===== config.mk =====
export PLATFORM = sky130hd
export DESIGN_NAME = dmem_lsu
export DESIGN_NICKNAME = d
export VERILOG_FILES = /design/src/rtl/lsu_pkg.sv /design/src/rtl/lsu_lane_align.sv /design/src/rtl/dmem_lsu.sv
export SDC_FILE = /design/constraint.sdc
export NUM_CORES = 1
export LEC_CHECK = 0
export CAP_MARGIN = 20
export CELL_PAD_IN_SITES_DETAIL_PLACEMENT = 0
export CELL_PAD_IN_SITES_GLOBAL_PLACEMENT = 1
export CORE_UTILIZATION = 42
export DETAILED_ROUTE_END_ITERATION = 8
export PLACE_DENSITY_LB_ADDON = 0.1
export SYNTH_ARGS = -nofsm -noshare
export SYNTH_HDL_FRONTEND = slang
export SYNTH_SLANG_ARGS = --single-unit

===== constraint.sdc =====
create_clock -name clk -period 2.86 [get_ports clk]
set_input_delay 0.429 -clock clk [delete_from_list [all_inputs] [get_ports clk]]
set_output_delay 0.429 -clock clk [all_outputs]
set_load 0.1 [all_outputs]

===== src/rtl/lsu_pkg.sv =====
// rtl/lsu_pkg.sv - shared types, constants and helpers for the dmem load/store unit
//
// Purpose: FSM state encoding, RV32I load/store funct3 codes, memory
// direction codes and the access-size helper used by dmem_lsu and
// lsu_lane_align.
package lsu_pkg;

  localparam int XLEN = 32;

  typedef enum logic [2:0] {
    IDLE = 3'd0,
    RD0  = 3'd1,
    RD1  = 3'd2,
    WR0  = 3'd3,
    WR1  = 3'd4,
    DONE = 3'd5
  } lsu_state_e;

  localparam logic [2:0] F3_B  = 3'b000;
  localparam logic [2:0] F3_H  = 3'b001;
  localparam logic [2:0] F3_W  = 3'b010;
  localparam logic [2:0] F3_BU = 3'b100;
  localparam logic [2:0] F3_HU = 3'b101;

  localparam logic MEM_READ  = 1'b0;
  localparam logic MEM_WRITE = 1'b1;

  // Access size in bytes (1, 2 or 4); illegal codes fall back to 4 and
  // are rejected before any memory access is made.
  function automatic logic [2:0] size_of(input logic [2:0] funct3);
    case (funct3)
      F3_B, F3_BU: size_of = 3'd1;
      F3_H, F3_HU: size_of = 3'd2;
      default:     size_of = 3'd4;
    endcase
  endfunction

endpackage


===== src/rtl/lsu_lane_align.sv =====
// rtl/lsu_lane_align.sv - byte-lane merge for stores and extract/extend for loads
//
// Purpose: purely combinational lane steering over a two-word window
// {word1, word0}, little-endian, lane k = bits [8k+7:8k].
// Ports:
//   off_i     byte offset of the access inside word0
//   size_i    access size in bytes (1, 2 or 4)
//   funct3_i  RV32I funct3, selects load extension
//   wdata_i   right-justified store data
//   word0_i   current contents of the first word
//   word1_i   current contents of the second (next) word
//   merged0_o word0 with the store bytes that fall into it
//   merged1_o word1 with the store bytes that spill past word0
//   load_o    extracted and extended load data
module lsu_lane_align
  import lsu_pkg::*;
(
  input  logic [1:0]      off_i,
  input  logic [2:0]      size_i,
  input  logic [2:0]      funct3_i,
  input  logic [XLEN-1:0] wdata_i,
  input  logic [XLEN-1:0] word0_i,
  input  logic [XLEN-1:0] word1_i,
  output logic [XLEN-1:0] merged0_o,
  output logic [XLEN-1:0] merged1_o,
  output logic [XLEN-1:0] load_o
);

  logic [3:0]        size_mask;
  logic [7:0]        wide_mask;
  logic [2*XLEN-1:0] wide_data;
  logic [2*XLEN-1:0] raw;

  always_comb begin
    case (size_i)
      3'd1:    size_mask = 4'b0001;
      3'd2:    size_mask = 4'b0011;
      default: size_mask = 4'b1111;
    endcase

    // Lanes 0-3 of the window belong to word0, lanes 4-7 to word1.
    wide_mask = {4'b0000, size_mask} << off_i;
    wide_data = {{XLEN{1'b0}}, wdata_i} << {off_i, 3'b000};

    merged0_o = word0_i;
    merged1_o = word1_i;
    for (int k = 0; k < 4; k++) begin
      if (wide_mask[k])     merged0_o[8*k +: 8] = wide_data[8*k +: 8];
      if (wide_mask[k + 4]) merged1_o[8*k +: 8] = wide_data[XLEN + 8*k +: 8];
    end

    raw = {word1_i, word0_i} >> {off_i, 3'b000};
    case (funct3_i)
      F3_B:    load_o = {{24{raw[7]}}, raw[7:0]};
      F3_H:    load_o = {{16{raw[15]}}, raw[15:0]};
      F3_BU:   load_o = {24'h000000, raw[7:0]};
      F3_HU:   load_o = {16'h0000, raw[15:0]};
      default: load_o = raw[XLEN-1:0];
    endcase
  end

endmodule


===== src/rtl/dmem_lsu.sv =====
// rtl/dmem_lsu.sv - RV32I load/store unit in front of a word-addressed data memory
//
// Purpose: turns byte-addressed loads/stores into whole-word reads/writes,
// does read-modify-write for sub-word stores and splits accesses that cross
// a word boundary into two word accesses (word index wraps mod 2^30).
// Ports:
//   clk, rst_n                 clock, async active-low reset
//   req_valid/req_ready        request handshake (ready only in IDLE)
//   req_we/req_funct3          store flag and RV32I funct3
//   req_addr/req_wdata         byte address, right-justified store data
//   resp_valid/rdata/err       one-cycle completion pulse with load data
//   mem_addr/mem_rw/mem_wdata  registered word index, direction, write word
//   mem_din/mem_dout           size selects, tied to full-word
//   mem_rdata                  combinational read data
module dmem_lsu
  import lsu_pkg::*;
#(
  parameter int DATA_SIZE    = 32,
  parameter int ADDRESS_SIZE = 32
) (
  input  logic                    clk,
  input  logic                    rst_n,
  input  logic                    req_valid,
  output logic                    req_ready,
  input  logic                    req_we,
  input  logic [2:0]              req_funct3,
  input  logic [ADDRESS_SIZE-1:0] req_addr,
  input  logic [DATA_SIZE-1:0]    req_wdata,
  output logic                    resp_valid,
  output logic [DATA_SIZE-1:0]    resp_rdata,
  output logic                    resp_err,
  output logic [ADDRESS_SIZE-1:0] mem_addr,
  output logic                    mem_rw,
  output logic [1:0]              mem_din,
  output logic [2:0]              mem_dout,
  output logic [DATA_SIZE-1:0]    mem_wdata,
  input  logic [DATA_SIZE-1:0]    mem_rdata
);

  localparam int WW = ADDRESS_SIZE - 2;

  lsu_state_e               state_q;
  logic                     req_ready_q;
  logic                     resp_valid_q;
  logic                     resp_err_q;
  logic [DATA_SIZE-1:0]     resp_rdata_q;
  logic [ADDRESS_SIZE-1:0]  mem_addr_q;
  logic                     mem_rw_q;
  logic [DATA_SIZE-1:0]     mem_wdata_q;

  logic                     we_q;
  logic [2:0]               funct3_q;
  logic [1:0]               off_q;
  logic [2:0]               size_q;
  logic                     span_q;
  logic [WW-1:0]            w0_q;
  logic [WW-1:0]            w1_q;
  logic [DATA_SIZE-1:0]     wdata_q;
  logic [DATA_SIZE-1:0]     buf0_q;
  logic [DATA_SIZE-1:0]     buf1_q;

  logic [WW-1:0]            req_w0;
  logic [1:0]               req_off;
  logic [2:0]               req_size;
  logic                     req_legal;
  logic [DATA_SIZE-1:0]     word0_src;
  logic [DATA_SIZE-1:0]     word1_src;
  logic [DATA_SIZE-1:0]     merged0;
  logic [DATA_SIZE-1:0]     merged1;
  logic [DATA_SIZE-1:0]     load_data;

  assign req_w0   = req_addr[ADDRESS_SIZE-1:2];
  assign req_off  = req_addr[1:0];
  assign req_size = size_of(req_funct3);
  assign req_legal = req_we ? (req_funct3 inside {F3_B, F3_H, F3_W})
                            : (req_funct3 inside {F3_B, F3_H, F3_W, F3_BU, F3_HU});

  // The word being read this cycle is still on mem_rdata; it lands in the
  // buffer only at the edge that ends RD0/RD1, so steer it in directly.
  assign word0_src = (state_q == RD0) ? mem_rdata : buf0_q;
  assign word1_src = (state_q == RD1) ? mem_rdata : buf1_q;

  lsu_lane_align u_align (
    .off_i     (off_q),
    .size_i    (size_q),
    .funct3_i  (funct3_q),
    .wdata_i   (wdata_q),
    .word0_i   (word0_src),
    .word1_i   (word1_src),
    .merged0_o (merged0),
    .merged1_o (merged1),
    .load_o    (load_data)
  );

  always_ff @(posedge clk or negedge rst_n) begin
    if (!rst_n) begin
      state_q      <= IDLE;
      req_ready_q  <= 1'b1;
      resp_valid_q <= 1'b0;
      resp_err_q   <= 1'b0;
      resp_rdata_q <= '0;
      mem_addr_q   <= '0;
      mem_rw_q     <= MEM_READ;
      mem_wdata_q  <= '0;
      we_q         <= 1'b0;
      funct3_q     <= 3'b000;
      off_q        <= 2'b00;
      size_q       <= 3'd4;
      span_q       <= 1'b0;
      w0_q         <= '0;
      w1_q         <= '0;
      wdata_q      <= '0;
      buf0_q       <= '0;
      buf1_q       <= '0;
    end else begin
      // Response and write strobe are single-cycle unless re-armed below.
      resp_valid_q <= 1'b0;
      resp_err_q   <= 1'b0;
      resp_rdata_q <= '0;
      mem_rw_q     <= MEM_READ;

      case (state_q)
        IDLE: begin
          if (req_valid) begin
            req_ready_q <= 1'b0;
            we_q        <= req_we;
            funct3_q    <= req_funct3;
            off_q       <= req_off;
            size_q      <= req_size;
            span_q      <= ({1'b0, req_off} + req_size) > 3'd4;
            w0_q        <= req_w0;
            w1_q        <= req_w0 + 1'b1;
            wdata_q     <= req_wdata;
            if (!req_legal) begin
              state_q      <= DONE;
              resp_valid_q <= 1'b1;
              resp_err_q   <= 1'b1;
            end else if (req_we && req_funct3 == F3_W && req_off == 2'b00) begin
              state_q     <= WR0;
              mem_addr_q  <= {2'b00, req_w0};
              mem_rw_q    <= MEM_WRITE;
              mem_wdata_q <= req_wdata;
            end else begin
              state_q    <= RD0;
              mem_addr_q <= {2'b00, req_w0};
            end
          end
        end

        RD0: begin
          buf0_q <= mem_rdata;
          if (span_q) begin
            state_q    <= RD1;
            mem_addr_q <= {2'b00, w1_q};
          end else if (!we_q) begin
            state_q      <= DONE;
            resp_valid_q <= 1'b1;
            resp_rdata_q <= load_data;
          end else begin
            state_q     <= WR0;
            mem_rw_q    <= MEM_WRITE;
            mem_wdata_q <= merged0;
          end
        end

        RD1: begin
          buf1_q <= mem_rdata;
          if (!we_q) begin
            state_q      <= DONE;
            resp_valid_q <= 1'b1;
            resp_rdata_q <= load_data;
          end else begin
            state_q     <= WR0;
            mem_addr_q  <= {2'b00, w0_q};
            mem_rw_q    <= MEM_WRITE;
            mem_wdata_q <= merged0;
          end
        end

        WR0: begin
          if (span_q) begin
            state_q     <= WR1;
            mem_addr_q  <= {2'b00, w1_q};
            mem_rw_q    <= MEM_WRITE;
            mem_wdata_q <= merged1;
          end else begin
            state_q      <= DONE;
            resp_valid_q <= 1'b1;
          end
        end

        WR1: begin
          state_q      <= DONE;
          resp_valid_q <= 1'b1;
        end

        DONE: begin
          state_q     <= IDLE;
          req_ready_q <= 1'b1;
        end

        default: begin
          state_q     <= IDLE;
          req_ready_q <= 1'b1;
        end
      endcase
    end
  end

  assign req_ready  = req_ready_q;
  assign resp_valid = resp_valid_q;
  assign resp_err   = resp_err_q;
  assign resp_rdata = resp_rdata_q;
  assign mem_addr   = mem_addr_q;
  assign mem_rw     = mem_rw_q;
  assign mem_wdata  = mem_wdata_q;
  assign mem_din    = 2'b00;
  assign mem_dout   = 3'b000;

endmodule


==> Word-level counts from Yosys, hierarchy flattened <==
Cells that the tools add are included.
{ "word_totals": {"regBits": 269, "inputBits": 103, "out_inout_bits": 105} }
{ "classes": {"addsub": 2, "n_lt_le_gt_ge": 1, "eq_ne": 20, "shift": 3, "muxes": 52, "bitwise_logic": 1, "reduce_logical": 18} }
{ "ops": {"columns": ["operator", "n"], "rows": [
  ["32-bit two-way mux", 14],
  ["32-bit one-hot mux with 4 select lines", 2],
  ["32-bit one-hot mux with 3 select lines", 1],
  ["8-bit two-way mux", 8],
  ["32-bit one-hot mux with 2 select lines", 1],
  ["32-bit by 5-bit left shift with 64-bit output", 1],
  ["64-bit by 5-bit >> shifter with 32-bit output", 1],
  ["30-bit by 1-bit adder with 30-bit output, second input constant", 1],
  ["3-bit == test, second input constant", 5],
  ["1-bit two-way mux", 15],
  ["3-bit one-hot mux with 5 select lines", 1],
  ["3-bit by 1-bit == test with 1-bit output, second input constant", 4],
  ["3-bit by 2-bit == test with 1-bit output, second input constant", 4],
  ["3-bit two-way mux", 4],
  ["2-bit != test, second input constant", 6],
  ["3-bit zero test", 3],
  ["4-bit one-hot mux with 2 select lines", 1],
  ["4-bit by 2-bit left shift with 8-bit output", 1],
  ["3-bit one-hot mux with 2 select lines", 1],
  ["6-bit AND reduction", 1],
  ["3-bit nonzero test", 2],
  ["2-bit OR reduction", 3],
  ["1-bit one-hot mux with 5 select lines", 1],
  ["5-bit AND reduction", 1],
  ["13 further kinds", 15]
]} }

==> Logic depth before layout (Yosys ltp) <==
Gate-level depths: netlist of the first run.
{ "depth": {"ltp_word": 7, "mapped_depth": 10, "mapped_depth_nobuf": 7} }

==> Modules after synthesis <==
From an unflattened synthesis of the first run, not the netlist that was laid out.
{ "hier_totals": {"hier_cells": 1423, "area_unflattened_um2": 14488.9} }
{ "modules_own_cells": {"columns": ["mod", "n_inst", "cells_per_inst", "area_per_inst_um2", "seq_area_each_um2"], "rows": [
  ["dmem_lsu", 1, 1150, 12116.6, 6683.9],
  ["lsu_lane_align", 1, 273, 2372.3, 0.0]
]} }

==> Least setup slack after synthesis of the first run <==
No wires, ideal clock.
{ "synth_path": {"path_kind": "register to register", "start": "reg state_q[1]", "end": "reg resp_rdata_q[16], in the netlist resp_rdata[16]", "setup_time_ps": 77, "arrival_time_ps": 2078, "required_time_ps": 2783, "path_slack_ps": 705, "path_stages_with_launch": 8, "n_path_buf": 2, "period_less_slack_ps": 2155, "path_cell_list": "dfrtp_1 > buf_2 > nor3b_2 > mux4_2 > nor4b_4 > a211oi_2 > buf_6 > o21ai_2"} }
{ "synth_between": {"elab_chain_len": 7} }
{ "synth_lines": {"columns": ["element", "line", "text"], "rows": [
  ["start, declared", "dmem_lsu.sv:42", "lsu_state_e state_q;"],
  ["start signal, assigned", "dmem_lsu.sv:97", "state_q <= IDLE;"],
  ["start signal, assigned", "dmem_lsu.sv:135", "state_q <= DONE;"],
  ["start signal, assigned", "dmem_lsu.sv:139", "state_q <= WR0;"],
  ["3-bit by 1-bit == test with 1-bit output / 3-bit by 2-bit == test with 1-bit output (equally long branches)", "dmem_lsu.sv:80, dmem_lsu.sv:122, dmem_lsu.sv:81", null],
  ["32-bit two-way mux", null, null],
  ["64-bit by 5-bit >> shifter with 32-bit output", "lsu_lane_align.sv:52", "raw = {word1_i, word0_i} >> {off_i, 3'b000};"],
  ["32-bit one-hot mux with 4 select lines", "lsu_lane_align.sv:53", "case (funct3_i)"],
  ["32-bit two-way mux", "dmem_lsu.sv:155, dmem_lsu.sv:168", null],
  ["32-bit two-way mux", "dmem_lsu.sv:152", "if (span_q) begin"],
  ["32-bit one-hot mux with 2 select lines (*)", "dmem_lsu.sv:122", "case (state_q)"],
  ["end signal, assigned", "dmem_lsu.sv:158", "resp_rdata_q <= load_data;"],
  ["end signal, assigned", "dmem_lsu.sv:171", "resp_rdata_q <= load_data;"],
  ["end, declared", "dmem_lsu.sv:46", "logic [DATA_SIZE-1:0] resp_rdata_q;"]
]} }
Every way passes the cells marked *; elsewhere a longest branch is shown, timed or not.
A chain may end at the register's enable or synchronous reset.

==> Final worst setup path of the first run <==
{ "layout_path": {"start": "reg state_q[2]", "end": "reg resp_rdata_q[23], in the netlist resp_rdata[23]"} }
The elaborated chain is that of the path after synthesis.

==> summary.md, run 1 <==
| Metric | Value |
|---|---|
| Via Count | 12400 |
| # Max-Cap Violations | 0 |
| I/O Buffers | 200 |
| Cell Area, Synth | 0.0145 mm2 |
| Die footprint | 0.0353 mm2 |
| Compound-Gate Fraction of Synth Area | 0.168 |
| Gpl congestion | 0.861 |
| Detail Route Antenna Nets | 0 |
| Overall routing resource usage | 0.268 |
| Critical R2R Launch | state_q[2] |
| Post-Syn Area per Cell | between 9 and 10 um2 |
| Initial DRT Pass Iterations | 4 |
| Num rows | 67 |
| Antenna violations before repair | 0 |
| H-tree levels | 1 |
| Non-filler instance count after layout | around 2200 |
| Final number of setup-violating endpoints | 0 |
| Skew final | 0.0221 ns |
| Wire per inst | 21.6 um |
| Area Growth Syn to Fin | 23.6% |
| Drt drc | 0 |
| R2r worst-path depth | 6 |
| Mapped Cells | 1571 |
| Asr flop ratio synth | 1.00 |
| Root Driver | clkbuf_16 |
| R2r endpoint | resp_rdata[23] |
| CP Launch Type | flip-flop |
| CTS Buf Count | 31 |
| Die height | 188 um |
| Initial DRC count | 817 |
| Final Max Tran Viols | 0 |
| Critical Path AT | 2.91 ns |
| Post-synth cell types | 74 |
| Layout Nets | about 1800 |
| Share of cells above drive strength 1 | 0.173 |
| Unrepaired setup endpoints after global routing | false |
| Crit Path Max Fanout | 16 |
| Via/cell ratio | between 5 and 6 |
| Area share of fa/ha/maj cells after synthesis | 0.00310 |
| Total grt overflow | 0 |
| Syn. warnings | 0 |
| Detailed Route WL | 47.7 mm |
| CTS resizes | 0 |
| Largest family of logic cells by synthesized area | simple AND/OR/NAND/NOR gates |
| Initial Util | 0.430 |
| Endpoints failing hold | 0 |
| Least-Margin Pin Slew | about 1.2 ns |
| Multiplexer share of the synthesized area | 0.127 |
| Relative slew margins | 0.222 |
| Core area | about 0.034 mm2 |
| Vias in the first global route | between 10000 and 15000 |
| Crit share post-route | 0.873 |
| Clk slew on worst S/H paths | approximately 0.060 ns |
| Maximum number of pins on one net before global-route repair | 89 |
| Worst hold path type | in -> async |
| Simple-Gate Fraction of Synth Area | 0.173 |
| First-pass GRT wire length | 73.3 mm |
| Reg2reg setup slack | 0.36 ns |
| Clock latency on the worst-skew pair | about 0.58 ns |
| Seq/Total Area, Yosys | 0.460 |
| Xor-xnor portion of the synthesized cell area | 0.0175 |
| Final min period | ~2.5 ns |
| Crit Path Class | reg -> reg |
| Sink Count | 267 |
| Post-DP HPWL | ~34 mm |
| Antenna cells | 0 |
| Top_reg_cell synth | dfrtp_1 |
| Clock Path Buffers | 3 |
| Fmax | around 400 MHz |
| I/O pins | around 210 |
| Critical path endpoint category | flip-flop |
| Status | finished, final reports clean |
| Die width | between 150 and 200 um |
| CTS tree | built |
| Yosys reg bits | 267 |
| Post-synth EDFFs | 0 |
| CP required | 3.27 ns |
| Post-placement cell count | approximately 2200 |
| Setup TNS Final | 0 ns |
[metrics by stage]
step / setup WS [ns] / area (um2) / util / hold slack [ns]
2_1_floorplan: 0.705 / 14600 / - / 0.133
3_3_place_gp: 0.153 / 16900 / 0.500 / 0.410
3_5_place_dp: 0.125 / 16900 / 0.500 / 0.406
4_1_cts: 0.317 / 18000 / 0.532 / 0.390
5_1_grt: 0.195 / 18000 / 0.532 / 0.417
6_report: 0.362 / 18000 / 0.532 / 0.389
[critical path, cell delays in order (launching register included)]
cell	delay, ns
dfrtp_1	0.51
nor3b_2	0.56
mux2i_1	0.42
mux2i_1	0.21
a211oi_2	0.24
buf_4	0.28
o21ai_0	0.13
[synthesized netlist by cell type, types with 5 or more instances]
library cell,instances,area share
buf_1,9,0.0023
nand2_1,351,0.091
o21ai_1,10,0.0034
buf_4,12,0.0062
mux2_2,47,0.036
dfrtp_1,265,0.46
buf_2,29,0.010
nand2b_1,10,0.0043
nor3_1,29,0.010
nand3_1,13,0.0045
a221oi_1,5,0.0030
o21ai_0,84,0.029
xnor2_1,11,0.0066
a31oi_1,5,0.0022
a21oi_1,70,0.024
mux2i_1,108,0.074
o21ai_2,11,0.0066
nor2_1,77,0.020
inv_1,32,0.0083
a221o_1,9,0.0062
a211oi_1,46,0.024
nand4_1,12,0.0052
mux4_2,5,0.0078
xor2_1,18,0.011
o31ai_1,19,0.0098
a2bb2oi_1,6,0.0036
o221ai_1,16,0.0096
clkbuf_1,77,0.020
o22ai_1,19,0.0082
a311oi_1,7,0.0042
or3_1,7,0.0030
nor2b_1,34,0.015
o211ai_1,31,0.016
and3_1,6,0.0026
and2_1,11,0.0047
[flip-flops by register name, summed over array words and instances (netlist names), 2 cells and up]
signal and flops:
buf0_q 32, buf1_q 32, mem_wdata 32, resp_rdata 32, wdata_q 32, mem_addr 30
w0_q 30, w1_q 30, funct3_q 3, size_q 3, state_q 3, off_q 2
[cell usage in the layout, fill, tap and decap left out, types with 12 or more instances in the layout]
master | synthesis | layout
a211oi_1 | 46 | 46
a21oi_1 | 70 | 70
buf_4 | 12 | 151
clkbuf_16 | 0 | 31
clkdlybuf4s50_1 | 0 | 101
dfrtp_1 | 265 | 262
inv_1 | 32 | 32
mux2_2 | 47 | 47
mux2i_1 | 108 | 108
nand2_1 | 351 | 351
nand3_1 | 13 | 13
nand4_1 | 12 | 12
nor2_1 | 77 | 76
nor2b_1 | 34 | 34
nor3_1 | 29 | 29
o211ai_1 | 31 | 31
o21ai_0 | 84 | 84
o21ai_2 | 11 | 12
o221ai_1 | 16 | 16
o22ai_1 | 19 | 19
o31ai_1 | 19 | 19
xor2_1 | 18 | 18
[metal layers]
layer  vias up  share of wire  track usage
li1       5863              -            -
met1      6127           0.42        0.342
met2       332           0.51        0.466
met3        78          0.040       0.0329
met4         0          0.035       0.0972
met5         -              0            0
[final cells by class]
| cell class | instances | area [um2] |
|---|---|---|
| clock inverters | 8 | 119 |
| repair buffers | 265 | 2390 |
| inverters | 34 | 128 |
| well taps | 448 | 561 |
| multi-input cells | 1144 | 7150 |
| flip-flops and latches | 267 | 6690 |
| fillers | 3160 | 15800 |
| clock buffers | 46 | 922 |
[cells by family after synthesis]
| family | after synthesis |
|---|---|
| AO/OA/AOI/OAI | 366 |
| XOR/XNOR | 29 |
| adder cells (fa/ha/maj) | 3 |
| buffers and inverters | 166 |
| flip-flops | 267 |
| multiplexers | 166 |
| other | 1 |
| AND/OR/NAND/NOR | 573 |
[how the worst max path moves through the flow]
stage,slack (ns),start,cells past startpoint,to
4_1_cts,0.32,state_q[2],7,resp_rdata[23]
2_1_floorplan,0.70,state_q[1],7,resp_rdata[16]
6_report,0.36,state_q[2],6,resp_rdata[23]
5_1_grt,0.20,state_q[2],7,resp_rdata[22]
3_3_place_gp,0.15,req_addr[3],8,w1_q[26]
3_5_place_dp,0.13,req_addr[3],8,w1_q[22]
[what timing repair did]
item,in CTS,in global routing
buffers inserted,0,0
endpoints found under the hold margin,50,0
hold buffers,1,0
Power of run 1 is left out: the tool's default activity adds up to more than one toggle a clock period on the data nets, which glitch-free logic cannot reach.
==> run 2: changes to the inputs <==
ABC_AREA = 1   (was default)
CORE_UTILIZATION = 40   (was 42)
==> run 2 against run 1 <==
Compared with the run above:
- via count is 5.3% higher
- critical path type unchanged
- area after synthesis is 4.2% lower
- register-to-register slack better by 0.04 ns
==> summary.md, run 2 <==
| Metric | Value |
|---|---|
| Status | finished, final reports clean |
| Post-DP HPWL | 35.0 mm (+4.3%) |
| Relative slew margins | 0.531 (+0.309) |
| Yosys reg bits | 267 (unchanged) |
| Critical R2R Launch | state_q[2] |
| Maximum number of pins on one net before global-route repair | 87 (-2.2%) |
| Worst hold path type | in -> reg |
| Overall routing resource usage | 0.277 (+0.00837) |
| CTS tree | built |
| Asr flop ratio synth | 1.00 (unchanged) |
| H-tree levels | 1 (unchanged) |
| Gpl congestion | 0.893 (+3.7%) |
| Critical Path Slowest Stage Cell | dfrtp_1 |
| Skew final | 0.0222 ns (+0.0000825 ns) |
| Die width | 189 um (+0.30%) |
| Cell with the most instances after synthesis | nand2_1 |
| Syn. warnings | 0 (unchanged) |
| Setup TNS Final | 0 ns (unchanged) |
| Clk slew on worst S/H paths | 0.07 ns (about the same) |
| Share of the synthesized area in the top cell type | 0.476 (+0.0199) |
| Via/cell ratio | 5.19 (-7.5%) |
| Post-Place Setup Slack | 0.199 ns (+0.0738 ns) |
| Drt drc | 0 (unchanged) |
| Antenna violations before repair | 4 (+4) |
| Root Driver | clkbuf_16 |
| Via Count | 13100 (+5.3%) |
| Die height | 189 um (+0.30%) |
| Largest cells by area after synthesis | dfrtp_1 (48%), nand2_1 (16%), o21ai_0 (6.4%) |
| CTS resizes | 0 (unchanged) |
| CTS Buf Count | 30 (-3.2%) |
| Initial Util | 0.411 (-0.0190) |
| CP Launch Type | flip-flop |
| Area Growth Syn to Fin | 25.3% |
| Fmax | 406 MHz (+1.5%) |
| Die footprint | 0.0356 mm2 (+0.61%) |
| Critical hold path startpoint | mem_rdata[26] |
| Vias in the first global route | 13100 (+7.6%) |
| I/O Buffers | 200 (unchanged) |
| Crit Path Max Fanout | 21 (+5) |
| Commonest cells after routing, fill and taps aside | nand2_1 (581), dfrtp_1 (264), inv_1 (227) |
| Top cell family by delay on the critical path | simple AND/OR/NAND/NOR gates |
| Top_reg_cell synth | dfrtp_1 |
| CP required | 3.31 ns (+0.04 ns) |
| Detail Route Antenna Nets | 0 (unchanged) |
| Post-synth cell types | 48 (-35%) |
| Post-Syn Area per Cell | 7.52 um2 (-19%) |
| I/O pins | 208 (unchanged) |
| Mapped Cells | 1852 (+18%) |
| Layout Nets | 2149 (+16%) |
| Critical Path AT | 2.92 ns (about the same) |
| Most instantiated cells after synthesis | nand2_1 (582), dfrtp_1 (265), inv_1 (227), o21ai_0 (178), nand3_1 (111) |
| Crit share post-route | 0.861 (-0.0126) |
| Final core utilization | 0.515 (-0.0165) |
| Initial DRT Pass Iterations | 5 (+1) |
| Num rows | 67 (unchanged) |
| # Max-Cap Violations | 0 (unchanged) |
| Core area | 0.0339 mm2 (+0.25%) |
| Clock Path Buffers | 3 (unchanged) |
| Total grt overflow | 0 (unchanged) |
| Cell Area, Synth | 0.0139 mm2 (-4.2%) |
| Final min period | 2.46 ns (-0.0361 ns) |
| Share of cells above drive strength 1 | 0.121 (-0.0520) |
| Final hold slack | 0.459 ns (+0.0694 ns) |
| Slowest stage delay, CP | 0.44 ns (-0.12 ns) |
| Least-Margin Pin Slew | 0.703 ns (-0.463 ns) |
| Seq/Total Area, Yosys | 0.480 (+0.0201) |
| Sink Count | 267 (unchanged) |
| Initial DRC count | 1070 (+31%) |
| Crit path launch | state_q[2] |
| Commonest non-fill, non-tap cell in the layout | nand2_1 |
| Final Max Tran Viols | 0 (unchanged) |
| Wire per inst | 19.2 um (-11%) |
| First-pass GRT wire length | 75.7 mm (+3.4%) |
| Critical Path, Cell by Cell | inv_2, nand3_2, nand2_1, nand3_1, nand2_1, clkinv_1, nand3_4, nand3_1, nand2_2, buf_4, nor2_1 |
| Final number of setup-violating endpoints | 0 (unchanged) |
| Crit Path Class | reg -> reg |
| Worst setup margin | 0.398 ns (+0.0361 ns) |
| Clock latency on the worst-skew pair | 0.57 ns (about the same) |
| Post-synth EDFFs | 0 (unchanged) |
| Unrepaired setup endpoints after global routing | false |
| Detailed Route WL | 48.4 mm (+1.5%) |
| Endpoints failing hold | 0 (unchanged) |
| Cell taking the most area after synthesis | dfrtp_1 |
| CP bufs+invs | 3 (+2) |
| Filler instances | 3357 (+6.2%) |
| Critical path endpoint category | flip-flop |
[run 2: through the flow]
stage / cells / instance area (um2)
6_report: 2517 / 17400
5_1_grt: 2515 / 17400
4_1_cts: 2515 / 17400
3_5_place_dp: 2458 / 16300
3_3_place_gp: 2458 / 16300
2_1_floorplan: 1858 / 13900
[run 2: worst register-to-register path, stage by stage (launching register included)]
cell,delay (ns)
dfrtp_1,0.44
inv_2,0.14
nand3_2,0.43
nand2_1,0.31
nand3_1,0.11
nand2_1,0.11
clkinv_1,0.12
nand3_4,0.15
nand3_1,0.12
nand2_2,0.13
buf_4,0.21
nor2_1,0.08
[run 2: path summary, 6_finish.rpt]
| check | to | slack, ns | cells after the start |
|---|---|---|---|
| min in group asynchronous | resp_rdata[16] | 0.47 | 2 |
| worst min register to register | buf1_q[25] | 0.48 | 2 |
| worst min-delay path | buf1_q[26] | 0.46 | 3 |
| max in group asynchronous | req_ready | 1.52 | 3 |
| worst max register to register | resp_rdata[22] | 0.40 | 11 |
| worst max-delay path | resp_rdata[22] | 0.40 | 11 |
[run 2: final cells by class]
| class | instances | area [um2] | share of cell area |
|---|---|---|---|
| tap | 448 | 561 | 0.0321 |
| clock inverter | 15 | 246 | 0.0141 |
| antenna | 2 | 5.00 | 0.000287 |
| inverter | 239 | 897 | 0.0514 |
| clock buffer | 41 | 873 | 0.0501 |
| timing repair buffer | 253 | 2260 | 0.130 |
| sequential | 267 | 6690 | 0.383 |
| multi-input combinational | 1252 | 5910 | 0.339 |
[run 2: timing repair]
item                      CTS  global route
setup buffers               0             0
hold buffers                1             0
hold endpoints to repair   78             0
[run 2: logic make-up after synthesis]
family,share of synthesized area
buffers and inverters,0.0984
AOI/OAI and AO/OA,0.162
xor gates and xnor gates,0.00503
and+or+nand+nor,0.251
DFF,0.480
other,0.000269
adders and majority gates,0.00324
[run 2: layer usage]
| metal | track usage | share of wire | up-vias |
|---|---|---|---|
| met2 | 0.464 | 0.48 | 421 |
| met5 | 0 | 0.00027 | - |
| met4 | 0.118 | 0.041 | 2 |
| met1 | 0.360 | 0.43 | 6198 |
| met3 | 0.0345 | 0.052 | 91 |
| li1 | - | - | 6345 |
Power of run 2 is left out for the same reason.
